File: config.mk
export PLATFORM = sky130hd
export DESIGN_NAME = segdecode
export DESIGN_NICKNAME = d
export VERILOG_FILES = /design/src/rtl/segdecode_pkg.sv /design/src/rtl/segdecode_seg7_decode.sv /design/src/rtl/segdecode.sv
export SDC_FILE = /design/constraint.sdc
export NUM_CORES = 1
export LEC_CHECK = 0
export CAP_MARGIN = 25
export CORE_MARGIN = 1.5
export CORE_UTILIZATION = 30
export DETAILED_ROUTE_END_ITERATION = 16
export PLACE_DENSITY = 0.58
export SLEW_MARGIN = 20
export SYNTH_ARGS = -nofsm -noshare
export SYNTH_HDL_FRONTEND = slang
export SYNTH_SLANG_ARGS = --single-unit
File: constraint.sdc
create_clock -name clk -period 2.4 [get_ports clk]
set_input_delay 0.36 -clock clk [delete_from_list [all_inputs] [get_ports clk]]
set_output_delay 0.36 -clock clk [all_outputs]
set_load 0.02 [all_outputs]
File: src/rtl/segdecode_pkg.sv
// Shared constants and types for the seven-segment frame decoder.
// Segment patterns are active-low, bit0=a .. bit6=g, and match the encoder.
package segdecode_pkg;

  localparam logic [6:0] SEG_0     = 7'h40;
  localparam logic [6:0] SEG_1     = 7'h79;
  localparam logic [6:0] SEG_2     = 7'h24;
  localparam logic [6:0] SEG_3     = 7'h30;
  localparam logic [6:0] SEG_4     = 7'h19;
  localparam logic [6:0] SEG_5     = 7'h12;
  localparam logic [6:0] SEG_6     = 7'h02;
  localparam logic [6:0] SEG_7     = 7'h78;
  localparam logic [6:0] SEG_8     = 7'h00;
  localparam logic [6:0] SEG_9     = 7'h18;
  localparam logic [6:0] SEG_A     = 7'h08;
  localparam logic [6:0] SEG_B     = 7'h03;
  localparam logic [6:0] SEG_C     = 7'h27;
  localparam logic [6:0] SEG_D     = 7'h21;
  localparam logic [6:0] SEG_E     = 7'h06;
  localparam logic [6:0] SEG_F     = 7'h0E;
  localparam logic [6:0] SEG_BLANK = 7'h7F;

  localparam logic [3:0] DIG_NONE  = 4'hF;

  typedef enum logic {
    COLLECT = 1'b0,
    PENDING = 1'b1
  } state_e;

  typedef struct packed {
    logic       ok;
    logic [1:0] idx;
  } sel_t;

  // Active-low one-hot digit select -> slot index; anything else is rejected.
  function automatic sel_t decode_sel(input logic [3:0] sel_n);
    sel_t r;
    r = '{ok: 1'b0, idx: 2'd0};
    case (sel_n)
      4'b1110: r = '{ok: 1'b1, idx: 2'd0};
      4'b1101: r = '{ok: 1'b1, idx: 2'd1};
      4'b1011: r = '{ok: 1'b1, idx: 2'd2};
      4'b0111: r = '{ok: 1'b1, idx: 2'd3};
      default: r = '{ok: 1'b0, idx: 2'd0};
    endcase
    return r;
  endfunction

endpackage

File: src/rtl/segdecode_seg7_decode.sv
// Combinational seven-segment pattern to hex nibble decoder.
// Unknown patterns (including blank) give nibble 0 with valid_o low.
module seg7_decode
  import segdecode_pkg::*;
(
  input  logic [6:0] seg_i,
  output logic [3:0] nibble_o,
  output logic       valid_o
);

  always_comb begin
    nibble_o = 4'h0;
    valid_o  = 1'b1;
    case (seg_i)
      SEG_0:   nibble_o = 4'h0;
      SEG_1:   nibble_o = 4'h1;
      SEG_2:   nibble_o = 4'h2;
      SEG_3:   nibble_o = 4'h3;
      SEG_4:   nibble_o = 4'h4;
      SEG_5:   nibble_o = 4'h5;
      SEG_6:   nibble_o = 4'h6;
      SEG_7:   nibble_o = 4'h7;
      SEG_8:   nibble_o = 4'h8;
      SEG_9:   nibble_o = 4'h9;
      SEG_A:   nibble_o = 4'hA;
      SEG_B:   nibble_o = 4'hB;
      SEG_C:   nibble_o = 4'hC;
      SEG_D:   nibble_o = 4'hD;
      SEG_E:   nibble_o = 4'hE;
      SEG_F:   nibble_o = 4'hF;
      default: valid_o  = 1'b0;
    endcase
  end

endmodule

File: src/rtl/segdecode.sv
// Receive-side seven-segment frame decoder: waits for each digit to hold
// steady, decodes it into its slot, and hands out 16-bit frames via valid/ready.
module segdecode
  import segdecode_pkg::*;
#(
  parameter int STABLE_CYCLES = 4
) (
  input  logic        clk,
  input  logic        rst_n,
  input  logic [6:0]  seg,
  input  logic [3:0]  dig_sel,
  output logic [15:0] out_value,
  output logic        out_err,
  output logic        out_valid,
  input  logic        out_ready,
  output logic        overrun,
  input  logic        clr_overrun
);

  // Counter saturates one past the capture value so a long dwell captures once.
  localparam int             CW      = $clog2(STABLE_CYCLES + 2);
  localparam logic [CW-1:0]  CNT_CAP = CW'(STABLE_CYCLES);
  localparam logic [CW-1:0]  CNT_SAT = CW'(STABLE_CYCLES + 1);

  logic [6:0]       seg_q;
  logic [3:0]       dig_q;
  logic [CW-1:0]    cnt_q, cnt_d;
  logic [3:0][3:0]  slot_val_q, slot_val_d;
  logic [3:0]       slot_err_q, slot_err_d;
  logic [3:0]       seen_q, seen_d;
  state_e           state_q, state_d;
  logic [15:0]      out_value_q, out_value_d;
  logic             out_err_q, out_err_d;
  logic             overrun_q, overrun_d;

  logic [3:0]       dec_nib;
  logic             dec_ok;
  sel_t             sel;
  logic             stable;
  logic             capture;
  logic             complete;
  logic             load;
  logic             set_ovr;

  seg7_decode u_dec (
    .seg_i    (seg_q),
    .nibble_o (dec_nib),
    .valid_o  (dec_ok)
  );

  always_comb begin
    stable = (seg == seg_q) && (dig_sel == dig_q);
    if (!stable) begin
      cnt_d = CW'(1);
    end else if (cnt_q == CNT_SAT) begin
      cnt_d = cnt_q;
    end else begin
      cnt_d = cnt_q + CW'(1);
    end
    sel     = decode_sel(dig_q);
    capture = sel.ok && (cnt_q == CNT_CAP);
  end

  always_comb begin
    slot_val_d = slot_val_q;
    slot_err_d = slot_err_q;
    seen_d     = seen_q;
    complete   = 1'b0;
    if (capture) begin
      slot_val_d[sel.idx] = dec_nib;
      slot_err_d[sel.idx] = ~dec_ok;
      seen_d[sel.idx]     = 1'b1;
      complete            = (seen_d == 4'hF);
      if (complete) begin
        seen_d = 4'h0;
      end
    end
  end

  // Frame loads take the slot values including this cycle's capture.
  always_comb begin
    state_d     = state_q;
    out_value_d = out_value_q;
    out_err_d   = out_err_q;
    load        = 1'b0;
    set_ovr     = 1'b0;
    case (state_q)
      COLLECT: begin
        if (complete) begin
          load    = 1'b1;
          state_d = PENDING;
        end
      end
      PENDING: begin
        if (out_ready) begin
          if (complete) begin
            load = 1'b1;
          end else begin
            state_d = COLLECT;
          end
        end else if (complete) begin
          set_ovr = 1'b1;
        end
      end
      default: state_d = COLLECT;
    endcase
    if (load) begin
      out_value_d = slot_val_d;
      out_err_d   = |slot_err_d;
    end
    if (set_ovr) begin
      overrun_d = 1'b1;
    end else if (clr_overrun) begin
      overrun_d = 1'b0;
    end else begin
      overrun_d = overrun_q;
    end
  end

  always_ff @(posedge clk or negedge rst_n) begin
    if (!rst_n) begin
      seg_q       <= SEG_BLANK;
      dig_q       <= DIG_NONE;
      cnt_q       <= '0;
      slot_val_q  <= '0;
      slot_err_q  <= '0;
      seen_q      <= '0;
      state_q     <= COLLECT;
      out_value_q <= '0;
      out_err_q   <= 1'b0;
      overrun_q   <= 1'b0;
    end else begin
      seg_q       <= seg;
      dig_q       <= dig_sel;
      cnt_q       <= cnt_d;
      slot_val_q  <= slot_val_d;
      slot_err_q  <= slot_err_d;
      seen_q      <= seen_d;
      state_q     <= state_d;
      out_value_q <= out_value_d;
      out_err_q   <= out_err_d;
      overrun_q   <= overrun_d;
    end
  end

  assign out_value = out_value_q;
  assign out_err   = out_err_q;
  assign out_valid = (state_q == PENDING);
  assign overrun   = overrun_q;

endmodule
== Word level (Yosys, flattened, before mapping) ==
Cells that the tools add are included.
Operators by class
  shift-type cells: 0
  magnitude comparators: 2
  divide/modulo/power cells: 0
  multipliers: 0
  $add $sub $neg: 1
  bitwise operators: 3
  muxes and demuxes: 24
  reductions and logical operators: 7
  eq/ne operators: 25
Operator list (number)
  $pmux 4 s15: 1
  $eq 7x6->1 const B: 4
  $eq 7x5->1 const B: 3
  $eq 7x7->1 const B: 3
  $bwmux 16: 1
  $eq 4x4->1 const B: 4
  $mux 16: 1
  $reduce_or 16->1: 1
  $eq 7x2->1 const B: 2
  $eq 7x4->1 const B: 2
  $mux 4: 3
  $pmux 3 s4: 1
  $mux 1: 10
  $demux 4 s2: 1
  $eq 7x3->1 const B: 1
  $eq 7x7->1: 1
  $logic_not 7->1: 1
  $eq 3x3->1 const B: 2
  $mux 3: 2
  $bwmux 4: 1
  $eq 4x3->1 const B: 1
  $eq 4x4->1: 1
  $or 4x4->4: 1
  $pmux 1 s2: 2
  9 further kinds: 12
Word-level totals
  bits in latches: 0
  output and inout bits: 19
  word-level logic and storage cells: 75
  register bits: 57
  input port bits: 15
  bits in writable memories: 0
  memories: 0
  bits in read-only memories: 0

== Depth between registers and ports, before layout ==
  word-level depth: 13
  mapped depth: 7
  gate-level depth less buffers: 7

== Modules after synthesis ==
From an unflattened synthesis, not the netlist that was laid out.
Second synthesis, totals
  cells, all modules: 226
  area, all modules: 2844.0 um^2
Modules (own cells, without submodules)
  segdecode: seq. area each 1440.1 um^2, times used 1, area an instance 2431.1 um^2, cells an instance 168
  seg7_decode: seq. area each 0.0 um^2, times used 1, area an instance 412.9 um^2, cells an instance 58

== Least setup slack after synthesis ==
No wires, ideal clock.
  path kind: register -> register
  start point: register dig_q[1]
  end point: register out_value_q[12], in the netlist out_value[12]
  buffers on the path: 1
  stages on the path, launching flop included: 6
  arrival time: 2028 ps
  setup time: 125 ps
  data required time: 2275 ps
  slack: 247 ps
  clock period less this slack: 2153 ps
  cells stage by stage: dfstp_2 buf_4 nand4_1 nor3_1 mux2_2 mux2_4
RTL lines
  start: declaration: RTL line segdecode.sv:26  | logic [3:0] dig_q;
  start signal: assignment: RTL line segdecode.sv:134  | dig_q <= dig_sel;
  end signal: assignment: RTL line segdecode.sv:140  | out_value_q <= out_value_d;
  end: declaration: RTL line segdecode.sv:32  | logic [15:0] out_value_q, out_value_d;

== Worst setup path in the final report ==
  start point: register dig_q[3]
  end point: register out_value_q[5], in the netlist out_value[5]
On the way
  longest elaborated chain between the ends: 12
  elaborated cells on any way between the ends: 21
  those cells by class: order compare: 2; eq/ne: 5; mux: 11; bitwise: 1; reduce/logical: 2
RTL lines
  $eq 4x3->1 or $eq 4x4->1 (tied branches): RTL line segdecode_pkg.sv:39  | case (sel_n)
  $pmux 3 s4 *: RTL line segdecode_pkg.sv:39
  $lt 2x3->1 (not written as such) or $ge 2x1->1 (tied branches): RTL line segdecode.sv:70, segdecode.sv:72
  $logic_and 1x1->1 (not written as such): RTL line segdecode.sv:70, segdecode.sv:72
  $mux 1 (not written as such): RTL line segdecode.sv:72  | seen_d[sel.idx] = 1'b1;
  $demux 1 s2: RTL line segdecode.sv:72
  $or 4x4->4 (no source line)
  $eq 4x4->1: RTL line segdecode.sv:73  | complete = (seen_d == 4'hF);
  $mux 1: RTL line segdecode.sv:69  | if (capture) begin
  $mux 1: RTL line segdecode.sv:89, segdecode.sv:96
  $mux 1: RTL line segdecode.sv:95  | if (out_ready) begin
  $pmux 1 s2: RTL line segdecode.sv:87  | case (state_q)
Every way passes the cells marked *; elsewhere a longest branch is shown, timed or not.
A chain may end at the register's enable or synchronous reset.

==> summary.txt <==
Critical path
  – Crit start category: register
  – CP arrival: 2.48 ns
  – Family with the most delay on the worst path: compound AO/OA/AOI/OAI gates
  – Worst-path maximum fanout: 16
  – Crit end category: register
  – CP max stage cell: dfstp_2
  – WS Path Type: reg -> reg
  – Buffers & Inverters on Critical Path: 0
  – Critical-path cell list: a41oi_1, a2111oi_4, nand3_4, mux2_1
  – CP max stage delay: 0.66 ns
  – Worst endpoint required time: 2.62 ns

Floorplan
  – Rows: 35
  – Full die area: 10100 sq um
  – CORE AREA: 9200 sq um
  – Die Span X: 100 microns
  – Vert. Die Dim: 100 microns
  – Initial core utilization: 0.309
  – IO Pins: 34

STA
  – Hold slack: -0.00563 ns
  – Min cycle time layout: 2.26 ns
  – Final slew viol count: 0
  – Setup Viol. Count Final: 0
  – Final worst-path cycle share: 0.941
  – Fin worst setup slack: 0.142 ns
  – Max Clk Rate: 0.443 GHz
  – RSZ-0062 raised after global routing: false
  – Slew of the pin with the lowest slew margin: 0.538 ns
  – Relative slew slack: 0.642
  – Final hold violation count: 6
  – Setup TNS: 0 ns
  – Clk_skew: 0.00972 ns

Synthesis
  – Post-synth top area share: 0.405
  – Yosys warns: 0
  – Largest area contributor in the netlist: dfrtp_1
  – Post-Syn Area: 2840 sq um
  – Avg Cell Area, Syn: 11.4 sq um
  – Asr flop ratio synth: 1.00
  – Post-Synthesis Net Count: 267
  – Number of flops mapped to enable cells by yosys: 0
  – Sequential fraction of the synthesis area: 0.507
  – Unique masters post-synth: 57
  – Synthesis-stage register bit count: 57
  – Most used DFF post-synth: dfrtp_1
  – Top cells by area, synth: dfrtp_1, dfstp_2, xor2_1
  – Cell count after synthesis: 249

Power and ir drop
  – Switch Pwr: 0.502 mW
  – Clock share of power: 0.419
  – Internal power: 1.44 mW
  – Reg power frac: 0.521
  – Power per standard cell area: 561 nW/um^2
  – Maximum vdd drop: 0.000242 V
  – Gate power share: 0.060
  – Leakage: 1.46 nW
  – Switching part of the total: 0.259

Clock network
  – Worst-Skew Late Latency: 0.34 ns
  – Num CTS Buffers: 9
  – Sink Count: 57
  – Setup bufs post-CTS: 0
  – Clock Path Buffers: 2
  – Depth of the CTS H-tree: 3
  – Hold_buf cts: 0
  – Clock root cell: clkbuf_8
  – PostCTS Resize Cnt: 0
  – CTS tree: done
  – Worst-path clk slew: 0.07 ns

Final layout
  – Most frequent cells in the layout: dfrtp_1, clkdlybuf4s50_1, nor2_1
  – Fin nets: 307
  – ANT cells: 0
  – Design area: 3460 sq um
  – Area growth, synth to finish: 21.6%
  – Commonest non-fill, non-tap cell in the layout: dfrtp_1
  – Share of layout cells above drive strength 1: 0.214

Detailed routing
  – WL per Instance: 14.9 microns
  – 1st-pass router iterations: 4
  – DRT iter0 DRCs: 111
  – DRC violations left: 0
  – Via Count: 2013
  – Vias per inst: 4.97
  – Routed Antenna Nets: 0
  – Final WL: 6040 microns

GRT
  – Initial antenna violation count: 0
  – Vias in the first global route: 1988
  – Largest net degree at the start of global routing: 26
  – First-pass GRT wire length: 10100 microns
  – GR Overflow Total: 0
  – Total track usage: 0.133

Place
  – Dpl cell area: 3280 sq um
  – DPL Wire Length: 4440 microns
  – Port buffer count: 33
  – Place WS: 0.152 ns
  – GPL Wtd Cong: 0.825

Outcome
  – Status: finished, violations left
  – Violated checks: hold timing

Worst hold path
  – Hold crit path type: in -> async

Flow run
  – Max-cap violations: 0
-- path summary, 6_finish.rpt --
kind	from	endpoint	slack, ns	cells past startpoint
max	dig_q[3]	out_value[5]	0.14	4
min	rst_n	overrun	-0.006	1
max reg2reg	dig_q[3]	out_value[5]	0.14	4
min reg2reg	slot_err_q[3]	slot_err_q[3]	0.49	2
max in group asynchronous	rst_n	seg_q[0]	1.67	2
min in group clk	seg[1]	seg_q[1]	0.47	1
-- stage by stage --
stage / instances / power (mW) / utilization
final: 405 / 1.94 / 0.376
after global placement: 389 / 1.15 / 0.356
after CTS: 405 / 1.97 / 0.376
after detailed placement: 389 / 1.15 / 0.356
after floorplan: 249 / 1.09 / -
after global routing: 405 / 2.03 / 0.376
-- Yosys cell counts, types with 3 or more instances --
master / number
a21oi_1: 7
a31oi_1: 5
a31oi_2: 4
buf_2: 4
buf_4: 3
buf_6: 4
dfrtp_1: 46
dfstp_2: 11
ha_1: 3
inv_1: 5
mux2_1: 8
mux2_2: 8
mux2_4: 4
nand2_1: 15
nand2b_1: 5
nand3_1: 6
nand4_1: 3
nor2_1: 27
nor2b_1: 3
nor3_1: 7
o21ai_0: 6
or3_1: 4
or4_1: 4
xnor2_1: 3
xor2_1: 14
-- registers in the layout (all words and copies together) (netlist names) --
signal      count
cnt_q           3
dig_q           4
out_err         1
out_valid       1
out_value      16
overrun         1
seen_q          4
seg_q           7
slot_err_q      4
slot_val_q     16
-- final cells by class --
cell class | instances | area (sq um)
clock buffer | 10 | 138
clock inverter | 6 | 42.5
fill | 907 | 5740
inverter | 7 | 26.3
multi-input combinational | 173 | 1280
sequential | 57 | 1440
tap | 111 | 139
timing repair buffer | 41 | 385
-- metal layers --
layer	track usage	share of wire	vias to the layer above
met3	0.0286	0.034	8
met4	0.0596	0.017	0
li1	-	-	974
met5	0	0	-
met2	0.213	0.50	37
met1	0.172	0.45	994
-- power groups by stage --
stage                     combinational, mW  sequential, mW  clock, mW
after global placement                0.118            1.03          0
after CTS                             0.120            1.01      0.838
after global routing                  0.132            1.01      0.880
final                                 0.116            1.01      0.812
after floorplan                      0.0901           0.999          0
after detailed placement              0.119            1.03          0
-- logic make-up after synthesis --
family	count (synthesis)	synth area share
AO/OA/AOI/OAI	41	0.124
XOR/XNOR	17	0.0524
adder cells (fa/ha/maj)	3	0.0132
buffers and inverters	19	0.0414
flip-flops	57	0.507
multiplexers	22	0.0916
AND/OR/NAND/NOR	90	0.171
No activity file was read; power rests on OpenSTA's default activity.
==> variant 1: new RTL, same settings <==
The parameter `STABLE_CYCLES` goes from 4 to 8.
--- a/src/rtl/segdecode.sv
+++ b/src/rtl/segdecode.sv
@@ -3,7 +3,7 @@
 module segdecode
   import segdecode_pkg::*;
 #(
-  parameter int STABLE_CYCLES = 4
+  parameter int STABLE_CYCLES = 8
 ) (
   input  logic        clk,
   input  logic        rst_n,
Function: same outputs for any inputs over 10 cycles, from zero or initial values and one cycle with rst_n low; that may be too few to reach the edited logic, so the function may still have changed.
==> variant 1 against the unedited design <==
- non-clock buffer count up 3
- wire length is 2.0% lower
- first-iteration DRC count decreased by 7.2%
- power increased by 12%
- die area down 1.8%
- hold slack improved by 0.45 ns
- synthesized area down 1.8%
- sequential cell count increased by 1
- sequential share of layout area increased by 0.19 points
- design area grew 1.3%
- global-route usage is 0.12 points lower
- worst setup slack improved by 0.066 ns
- clock skew fell by 0.0042 ns
- critical path type unchanged
- highest routed layer unchanged
==> variant 1: results (changes against the unedited design) <==
[placement]
routabilityCongestion = 0.7810  ; was 0.8254
dp_hpwl_um = 4320  ; was 4445 µm
place_ws_ns = 0.2069  ; was 0.1524 ns
portBuffers = 33  ; unchanged

[logic_synthesis]
synthAdderAreaFrac = 0.01345  ; was 0.01320
synthMuxAreaShare = 0.07175  ; was 0.09155
yosysWarnings = 0  ; unchanged
syn-num-nets = 271  ; was 267
synth_common_cells = 47 x dfrtp_1, 20 x nor2_1, 16 x xor2_1  ; was 46 x dfrtp_1, 27 x nor2_1, 15 x nand2_1
netlist_top_cells_area = dfrtp_1 42%, dfstp_2 10%, xor2_1 5.0%  ; was dfrtp_1 40%, dfstp_2 10%, xor2_1 4.3%
synth-compound-area-share = 0.1193  ; was 0.1241
netlist-cell-type-count = 50  ; was 57
synthFlopType = dfrtp_1  ; unchanged
seq_area_frac_synth = 0.5251  ; was 0.5066
async_flop_share = 1.000  ; unchanged
synth_xor_area_frac = 0.05650  ; was 0.05238

[clocking]
clock_path_buffers = 2  ; unchanged
cts_root_buf = clkbuf_8  ; unchanged
htree_levels = 3  ; unchanged
path_clk_slew_ns = 0.07  ; about the same
post_cts_resized = 0  ; unchanged
clk_latency_ns = 0.33
cts_made_buffers = 9  ; unchanged

[layout]
drive_above_1_share = 0.1794  ; was 0.2143
n_fill_cell = 878  ; was 907
diodes = 0  ; unchanged
nets = 314  ; was 307

[power]
irDropWorstVdd_mv = 0.3522  ; was 0.2419 mV
p_leak_nw = 1.540  ; was 1.461 nW

[detailed_routing]
wl_per_cell_um = 14.37  ; was 14.92 µm
vias = 2045  ; was 2013
detail_route.first_pass.iterations = 4  ; unchanged
initialDrtViolationCount = 103  ; was 111

[grt]
grt_pass1_wl_um = 10190  ; was 10150 µm
grt_max_degree = 26  ; unchanged
antenna_found_initial = 0  ; unchanged
use_met3 = 0.02881  ; was 0.02855
grt_usage = 0.1313  ; was 0.1325
grt_util_met1 = 0.1661  ; was 0.1716
met2_usage = 0.2102  ; was 0.2130
grt_pass1_vias = 2132  ; was 1988

[timing]
fin_skew_ns = 0.005505  ; was 0.009724 ns
timing.final.ws_setup_ns = 0.2081  ; was 0.1420 ns
setup_violations = 0  ; unchanged
holdWs_ns = 0.4394  ; was -0.005633 ns
timing.slew.headroom = 0.5765  ; was 0.6416

[critical_path]
cpPeakStageDelay_ns = 0.62  ; was 0.66 ns
critPathSlowestCell = dfstp_2  ; unchanged
r2r-start = dig_q[1]  ; was dig_q[3]
cp_max_fo = 17  ; was 16
critPathLaunchType = flip-flop  ; unchanged
worstPathArrival_ns = 2.41  ; was 2.48 ns

[worst_hold_path]
min_path_type = in -> async  ; unchanged

[run_status]
status = finished, final reports clean  ; was complete, but fails checks

[variant 1: logic make-up (layout without fill, tap and decap cells)]
| logic type | Yosys count | in the layout |
|---|---|---|
| buffers and inverters | 21 | 69 |
| and+or+nand+nor | 83 | 83 |
| DFF | 58 | 58 |
| xor gates and xnor gates | 18 | 18 |
| muxes | 18 | 18 |
| adders and majority gates | 3 | 3 |
| AOI/OAI and AO/OA | 52 | 52 |
[variant 1: repair_timing]
item                                    in CTS  in global routing
hold buffers                                 1                  0
endpoints found under the hold margin       12                  0
buffers inserted                             0                  0
endpoints found under the setup margin       0                  0
[variant 1: area by class of cell]
type                    instances  area (µm²)  area share
flip-flops and latches         58        1465      0.4187
multi-input cells             174        1222      0.3493
repair buffers                 44       410.4      0.1173
clock buffers                  12       155.1     0.04433
well taps                     111       138.9     0.03969
clock inverters                 4       73.82     0.02109
inverters                       9       33.78    0.009653
[variant 1: worst max-delay path: cells and delay by family (launching register included)]
family,cells,cell delay (ns)
flops,1,0.62
compound gates,2,0.67
simple gates,2,0.40
mux,1,0.38
[variant 1: final timing paths]
kind / end / cells past startpoint
worst max-delay path: out_value[8] / 5
worst min-delay path: slot_val_q[10] / 2
worst max register to register: out_value[8] / 5
worst min register to register: slot_val_q[7] / 2
max in group asynchronous: dig_q[2] / 3
min in group clk: slot_val_q[7] / 2
[variant 1: routing by layer]
metal	share of wire	vias up	routed length, µm
met4	0.029	0	172
li1	-	989	-
met3	0.028	16	168
met1	0.46	1000	2733
met5	0	-	0
met2	0.48	40	2848
[variant 1: per-stage QoR]
step / cell area, µm² / instances
after floorplan: 2790 / 253
after global placement: 3261 / 395
after detailed placement: 3261 / 395
after CTS: 3500 / 412
after global routing: 3500 / 412
final: 3500 / 412
[variant 1: where the power goes]
| part | total (W) | internal (W) | switching (W) |
|---|---|---|---|
| Clock | 0.00102 | 0.000642 | 0.000381 |
| Combinational | 0.000120 | 0.0000555 | 0.0000643 |
| Sequential | 0.00103 | 0.000996 | 0.0000304 |
==> variant 2: new RTL, same settings <==
Without the edit above. Reset style: synchronous (`rst_n`), changed in one clocked block.
--- a/src/rtl/segdecode.sv
+++ b/src/rtl/segdecode.sv
@@ -117,7 +117,7 @@
     end
   end
 
-  always_ff @(posedge clk or negedge rst_n) begin
+  always_ff @(posedge clk) begin
     if (!rst_n) begin
       seg_q       <= SEG_BLANK;
       dig_q       <= DIG_NONE;
Behaviour: no difference found for any inputs over 10 cycles, from zero or initial values and one cycle with rst_n low; that may be too few to reach the edited logic, so the function may still have changed.
==> variant 2 against the unedited design <==
- power rose by 2.3%
- synthesized area decreased by 6.8%
- design area shrank 5.0%
- combinational power is 4% higher
- sequential cell count stayed put
- non-clock buffer count rose by 3
- worst setup slack improved by 0.11 ns
- wire length fell by 3.7%
- first-iteration DRC count decreased by 23%
- critical endpoint is now slot_err_q[0]
==> variant 2: results (changes against the unedited design) <==
[timing]
fin_skew_ns = 0.005743  ; was 0.009724 ns
timing.slew.headroom = 0.6207  ; was 0.6416
timing.fmax_mhz = 466.0  ; was 442.9 MHz
holdWs_ns = 0.4657  ; was -0.005633 ns

[critical_path]
startpoint = seg_q[2]  ; was dig_q[3]
reg2reg_depth = 6  ; was 4
critPathSlowestCell = dfxtp_1  ; was dfstp_2
worstPathArrival_ns = 2.42  ; was 2.48 ns
reg2reg_slack_ns = 0.25  ; was 0.14 ns
crit_end = slot_err_q[0]  ; was out_value[5]
r2r_end = slot_err_q[0]  ; was out_value[5]
cpPeakStageDelay_ns = 0.68  ; was 0.66 ns
cp_max_fo = 15  ; was 16

[detailed_routing]
dr_wl_met3_um = 241  ; was 207 µm
avgViaCountPerCell = 4.926  ; was 4.970
wl_met1_um = 3017  ; was 2693 µm
routed_wl_um = 5821  ; was 6042 µm
met2_length_um = 2486  ; was 3037 µm
initialDrtViolationCount = 86  ; was 111

[placement]
routabilityCongestion = 0.7996  ; was 0.8254
dpl.cell_count = 428  ; was 389
dp_hpwl_um = 4136  ; was 4445 µm
postPlaceCellArea_mm2 = 0.003092  ; was 0.003276 mm²

[power]
fin_total_pwr_w = 0.001982  ; was 0.001938 W
p_leak_nw = 1.173  ; was 1.461 nW
irDropWorstVdd_mv = 0.3195  ; was 0.2419 mV
p_int_w = 0.001501  ; was 0.001437 W

[grt]
antenna_found_initial = 0  ; unchanged
grt_pass1_wl_um = 9936  ; was 10150 µm
grt_usage = 0.1308  ; was 0.1325
grt_pass1_vias = 2036  ; was 1988
grt_max_degree = 19  ; was 26

[worst_hold_path]
min_to = out_value[0]
min_path_type = reg -> reg  ; was in -> async

[layout]
diodes = 0  ; unchanged
drive_above_1_share = 0.1075  ; was 0.2143
layout.cells.non_filler = 443  ; was 405
nets = 349  ; was 307

[logic_synthesis]
synthFlopType = dfxtp_1  ; was dfrtp_1
yosysWarnings = 0  ; unchanged
synth_common_cells = 57 x dfxtp_1, 28 x nand2_1, 25 x nor2_1  ; was 46 x dfrtp_1, 27 x nor2_1, 15 x nand2_1
seq_area_frac_synth = 0.4306  ; was 0.5066
netlist_top_cells_area = dfxtp_1 43%, xnor2_1 5.0%, nand2_1 4.0%  ; was dfrtp_1 40%, dfstp_2 10%, xor2_1 4.3%
synthesis.instances = 296  ; was 249
syn-num-nets = 314  ; was 267
async_flop_share = 0  ; was 1.000
netlist-cell-type-count = 56  ; was 57

[clocking]
path_clk_slew_ns = 0.07  ; about the same
cts_made_buffers = 9  ; unchanged
clock_path_buffers = 2  ; unchanged

[run_status]
status = finished, final reports clean  ; was complete, but fails checks

variant 2: metal layers:
metal / up-vias / global-route usage
met5: - / 0
met4: 0 / 0.05017
met3: 7 / 0.03540
met2: 46 / 0.1910
met1: 1015 / 0.1831
li1: 1114 / -
variant 2: worst reg2reg max path, delay by kind of cell, from the launching register on:
kind | cells | cell delay (ns)
AOI/OAI and AO/OA | 3 | 0.91
and+or+nand+nor | 3 | 0.51
DFF | 1 | 0.68
variant 2: layout make-up:
cell class | instances | area (µm²)
repair buffers | 44 | 412.9
flip-flops and latches | 57 | 1141
clock inverters | 6 | 68.82
inverters | 7 | 26.28
fillers | 862 | 5351
well taps | 108 | 135.1
clock buffers | 9 | 123.9
multi-input cells | 212 | 1376
variant 2: kinds of logic after synthesis:
logic type / share of synthesized area
and+or+nand+nor: 0.2474
adders and majority gates: 0.01417
muxes: 0.03400
AOI/OAI and AO/OA: 0.1676
buffers and inverters: 0.05005
DFF: 0.4306
xor gates and xnor gates: 0.05619
